$ cat src/rtl/calc_pkg.sv
// Shared calculator-datapath definitions: conversion FSM states, add-3 constants
// and the default result width/digit count agreed with the display driver.
package calc_pkg;

  localparam int DEF_WIDTH  = 8;
  localparam int DEF_DIGITS = 3;

  localparam logic [3:0] ADD3_THRESH = 4'd5;
  localparam logic [3:0] ADD3_VAL    = 4'd3;

  typedef enum logic [1:0] {
    IDLE,
    CONV,
    DONE
  } state_t;

endpackage

$ cat src/rtl/bcd_add3_digit.sv
// Double-dabble nibble corrector: adds 3 to a BCD digit of 5 or more so the next
// left shift carries correctly into the neighbouring digit. Purely combinational.
module bcd_add3_digit
  import calc_pkg::*;
(
  input  logic [3:0] nibble,
  output logic [3:0] nibble_adj
);

  assign nibble_adj = (nibble >= ADD3_THRESH) ? nibble + ADD3_VAL : nibble;

endmodule

$ cat src/rtl/result_bcd_decoder.sv
// Converts the adder result to sign + BCD with a WIDTH-iteration double-dabble FSM.
// done pulses WIDTH+1 cycles after accept; start is ignored (not queued) unless IDLE.
module result_bcd_decoder
  import calc_pkg::*;
#(
  parameter int WIDTH  = DEF_WIDTH,
  parameter int DIGITS = DEF_DIGITS
) (
  input  logic                  clk,
  input  logic                  rst_n,
  input  logic                  start,
  input  logic                  is_signed,
  input  logic [WIDTH-1:0]      bin,
  output logic                  busy,
  output logic                  done,
  output logic                  neg,
  output logic [4*DIGITS-1:0]   bcd
);

  localparam int CNT_W = $clog2(WIDTH + 1);
  localparam logic [CNT_W-1:0] LAST_ITER = CNT_W'(WIDTH - 1);

  state_t                state_q, state_d;
  logic [WIDTH-1:0]      mag_q;
  logic [WIDTH-1:0]      mag_in;
  logic [4*DIGITS-1:0]   scr_q;
  logic [4*DIGITS-1:0]   scr_adj;
  logic                  neg_next_q;
  logic [CNT_W-1:0]      cnt_q;
  logic                  busy_q, done_q, neg_q;
  logic [4*DIGITS-1:0]   bcd_q;
  logic                  accept, shifting, load;

  // Two's complement magnitude in WIDTH bits; the signed minimum maps to 2^(WIDTH-1).
  assign mag_in = (is_signed & bin[WIDTH-1]) ? (~bin + 1'b1) : bin;

  for (genvar g = 0; g < DIGITS; g++) begin : g_add3
    bcd_add3_digit u_add3 (
      .nibble     (scr_q[4*g +: 4]),
      .nibble_adj (scr_adj[4*g +: 4])
    );
  end

  always_comb begin
    state_d  = state_q;
    accept   = 1'b0;
    shifting = 1'b0;
    load     = 1'b0;
    case (state_q)
      IDLE: begin
        if (start) begin
          accept  = 1'b1;
          state_d = CONV;
        end
      end
      CONV: begin
        shifting = 1'b1;
        if (cnt_q == LAST_ITER) state_d = DONE;
      end
      DONE: begin
        load    = 1'b1;
        state_d = IDLE;
      end
      default: state_d = IDLE;
    endcase
  end

  always_ff @(posedge clk) begin
    if (!rst_n) state_q <= IDLE;
    else        state_q <= state_d;
  end

  always_ff @(posedge clk) begin
    if (!rst_n) begin
      mag_q      <= '0;
      scr_q      <= '0;
      neg_next_q <= 1'b0;
      cnt_q      <= '0;
      busy_q     <= 1'b0;
      done_q     <= 1'b0;
      neg_q      <= 1'b0;
      bcd_q      <= '0;
    end else begin
      busy_q <= (state_q == CONV);
      done_q <= load;
      if (accept) begin
        mag_q      <= mag_in;
        neg_next_q <= is_signed & bin[WIDTH-1];
        scr_q      <= '0;
        cnt_q      <= '0;
      end else if (shifting) begin
        {scr_q, mag_q} <= {scr_adj, mag_q} << 1;
        cnt_q          <= cnt_q + 1'b1;
      end
      // Visible outputs only change here, so the display never sees partial digits.
      if (load) begin
        bcd_q <= scr_q;
        neg_q <= neg_next_q;
      end
    end
  end

  assign busy = busy_q;
  assign done = done_q;
  assign neg  = neg_q;
  assign bcd  = bcd_q;

endmodule
$ cat config.mk
export PLATFORM = sky130hd
export DESIGN_NAME = result_bcd_decoder
export DESIGN_NICKNAME = d
export VERILOG_FILES = /design/src/rtl/calc_pkg.sv /design/src/rtl/bcd_add3_digit.sv /design/src/rtl/result_bcd_decoder.sv
export SDC_FILE = /design/constraint.sdc
export NUM_CORES = 1
export LEC_CHECK = 0
export ABC_CLOCK_PERIOD_IN_PS = 1900
export BUFFER_PORTS_ARGS = -buffer_cell sky130_fd_sc_hd__buf_2
export CAP_MARGIN = 20
export CORE_UTILIZATION = 50
export CTS_CLUSTER_SIZE = 8
export DETAILED_ROUTE_END_ITERATION = 8
export GPL_TIMING_DRIVEN = 0
export PLACE_DENSITY = 0.72
export SLEW_MARGIN = 30
export SYNTH_ARGS = -nofsm -noshare
export SYNTH_HDL_FRONTEND = slang
export SYNTH_SLANG_ARGS = --single-unit
$ cat constraint.sdc
create_clock -name clk -period 1.9 [get_ports clk]
set_clock_uncertainty 0.15 [all_clocks]
set_input_delay 0.57 -clock clk [delete_from_list [all_inputs] [get_ports clk]]
set_output_delay 0.57 -clock clk [all_outputs]
set_load 0.005 [all_outputs]
==> results.yml <==
floorplanning:
  initial_core_util_pct: 53.16
  die_w_um: 64.86
  dieArea_um2: 4207
  row_count: 22
  pin_count: 27
  die_h_um: 64.86
  core_um2: 3716
clocking:
  hold_buffers: 0
  ctsHtreeMaxLevel: 2
  cts_buffers: 5
  cts_resized: 0
  cts_tree: "built"
  clkSinkCount: 42
  clock_latency_ns: 0.29
  cts_buffer_depth: 2
  cts_root_buffer: "clkbuf_8"
  path_clk_slew_ns: 0.07
  cts_setup_buffers: 0
power:
  p_per_area_nw_per_um2: 786.7
  p_sw_share_pct: 22.30
  intPower_mw: 1.390
  pwr-share-clk_pct: 39.7
  ir_drop_mv: 0.4625
  p_leak_nw: 0.8870
  power.total_mw: 1.789
  power_frac_comb_pct: 9.0
  p_switching_mw: 0.3988
  pwr-share-seq_pct: 51.2
sta:
  drv_slew: 0
  hold_violations: 0
  timing.final.crit_share_pct: 86.42
  clock.fmax_mhz: 609.0
  worst_pin_slew_ns: 0.4314
  setup_violations: 0
  final.min_clock_period_ns: 1.642
  whs_ns: 0.3011
  final.setup.worst_slack_ns: 0.2580
  slew_headroom_pct: 71.24
  finalSetupTns_ns: 0
  rsz0062_at_grt: "no"
finish:
  syn_to_final_growth_pct: 15.07
  fin_nets: 289
  final_cells: 317
  fin_util_pct: 61.18
  fillers: 357
  finalInstanceArea_um2: 2273
  antenna_cells: 0
  drive_gt1_share_pct: 17.47
synthesis:
  ys.flop_type: "dfxtp_1"
  ys_seq_area_share_pct: 42.56
  ys_ff_latch: 42
  netlist_area_um2: 1976
  synth_edf_count: 0
  async_flop_share_pct: 0
  synthesis.nets: 257
  synthCells: 237
  synth_warnings: 0
  netlist-cell-type-count: 38
  avgSynthCellArea_um2: 8.336
run_status:
  status: "complete, no violations"
global_routing:
  grt_pass1_vias: 1574
  track_usage_pct: 21.95
  antenna_found_initial: 0
  grt.overflow.total: 0
  grt_max_degree: 13
  grt_first_pass_wirelength_mm: 7.079
placed_design:
  placed_area_um2: 2161
  gp_congestion: 0.8705
  port_buffers: 25
  dp_hpwl_mm: 2.920
  dp_cells: 310
  dp_slack_ns: 0.07521
setup_path:
  reg2reg_to: "scr_q[2]"
  reg2reg_setup_slack_ns: 0.26
  worstRegToRegCells: 6
  critical_path.max_fanout: 5
  arrival_ns: 1.71
  crit_path_end_kind: "flop"
  startpoint_type: "flop"
  timing.rr.start: "scr_q[0]"
  cp.required_ns: 1.97
  path_class: "reg -> reg"
route:
  drtIter0Drc: 79
  antenna_left: 0
  first_pass_iters: 4
  vias_per_cell: 5.274
  detail_route.wirelength_mm: 3.977
  post_drt_wl_per_cell_um: 12.55
  drc_errors: 0
  vias: 1672
flow_run:
  cap_violations: 0
hold_path:
  holdPathEnd: "scr_q[0]"
  hold_depth: 2
  hp-start: "mag_q[7]"
  min_path_type: "reg -> reg"
cells in the final DEF (no fill, tap or decap), types with 3 or more instances in the layout:
cell type,synthesis,routed
a21boi_0,13,13
a21oi_1,15,15
a31oi_1,4,4
buf_2,5,30
clkbuf_1,3,3
clkbuf_8,0,6
dfxtp_1,42,42
ha_1,8,8
inv_1,9,9
nand2_1,51,51
nand2b_1,4,4
nand3_1,12,12
nor2_1,15,15
nor2b_1,5,5
o21ai_0,7,7
o22ai_1,3,3
or3_1,4,4
xnor2_1,8,8
xor2_1,4,4
synthesized netlist by cell type (2+ instances only):
library cell / n / area share [%]
a21boi_0: 13 / 4.9
buf_2: 5 / 1.3
buf_6: 2 / 1.1
o221ai_1: 2 / 0.89
nor2_1: 15 / 2.8
inv_1: 9 / 1.7
nor2b_1: 5 / 1.6
xor2_1: 4 / 1.8
clkbuf_1: 3 / 0.57
nand2_1: 51 / 9.7
o21ai_0: 7 / 1.8
a21oi_1: 15 / 3.8
dfxtp_1: 42 / 43
o22ai_1: 3 / 0.95
a31oi_1: 4 / 1.3
nand3b_1: 2 / 0.76
or3_1: 4 / 1.3
or3_4: 2 / 1.1
xnor2_1: 8 / 3.5
a21oi_2: 2 / 0.89
nand2b_1: 4 / 1.3
ha_1: 8 / 5.1
nand3_1: 12 / 3.0
registers in the layout (all words and copies together), names as in the netlist:
| register | flops |
|---|---|
| busy | 1 |
| mag_q | 8 |
| neg | 1 |
| cnt_q | 4 |
| bcd | 12 |
| done | 1 |
| scr_q | 12 |
| state_q | 2 |
| neg_next_q | 1 |
area by class of cell:
class | count | area [µm²] | share of cell area, %
sequential | 42 | 840.8 | 36.98
multi-input combinational | 175 | 1035 | 45.51
timing repair buffer | 25 | 125.1 | 5.504
inverter | 9 | 33.78 | 1.486
buffer | 11 | 66.31 | 2.917
clock inverter | 1 | 30.03 | 1.321
tap | 48 | 60.06 | 2.642
clock buffer | 6 | 82.58 | 3.632
worst max-delay path, cell delays in order, from the launching register on:
cell and delay [ns]:
dfxtp_1 0.42, inv_1 0.10, ha_1 0.24, nand2b_1 0.08
a21oi_1 0.12, or3_1 0.32, a31oi_1 0.15
worst max path at each step:
stage	endpoint	from	slack [ns]
CTS	scr_q[2]	scr_q[0]	0.24
finish	scr_q[2]	scr_q[0]	0.26
detailed placement	mag_q[6]	start	0.08
global placement	mag_q[6]	start	0.05
global route	scr_q[6]	scr_q[4]	0.11
floorplan	mag_q[2]	bin[0]	0.28
power groups by stage:
stage | Combinational (mW) | Sequential, mW | Clock, mW
2_1_floorplan | 0.113 | 0.933 | 0
3_3_place_gp | 0.161 | 0.936 | 0
3_5_place_dp | 0.161 | 0.937 | 0
4_1_cts | 0.163 | 0.916 | 0.728
5_1_grt | 0.183 | 0.920 | 0.774
6_report | 0.162 | 0.916 | 0.711
layer usage:
| layer | global-route usage, % | vias to the layer above | part of all wire [%] |
|---|---|---|---|
| li1 | - | 860 | - |
| met1 | 26.74 | 771 | 47 |
| met2 | 37.76 | 35 | 48 |
| met3 | 5.282 | 6 | 3.3 |
| met4 | 6.667 | 0 | 1.3 |
| met5 | 0 | - | 0 |
logic make-up after synthesis:
group,count (synthesis),share of synthesized area [%]
xor+xnor,12,5.320
flops,42,42.56
mux,1,0.5699
fa+ha+maj,8,5.067
simple gates,102,24.32
compound gates,52,17.10
buf+inv,20,5.066
Power figures use the tool's default switching activity.
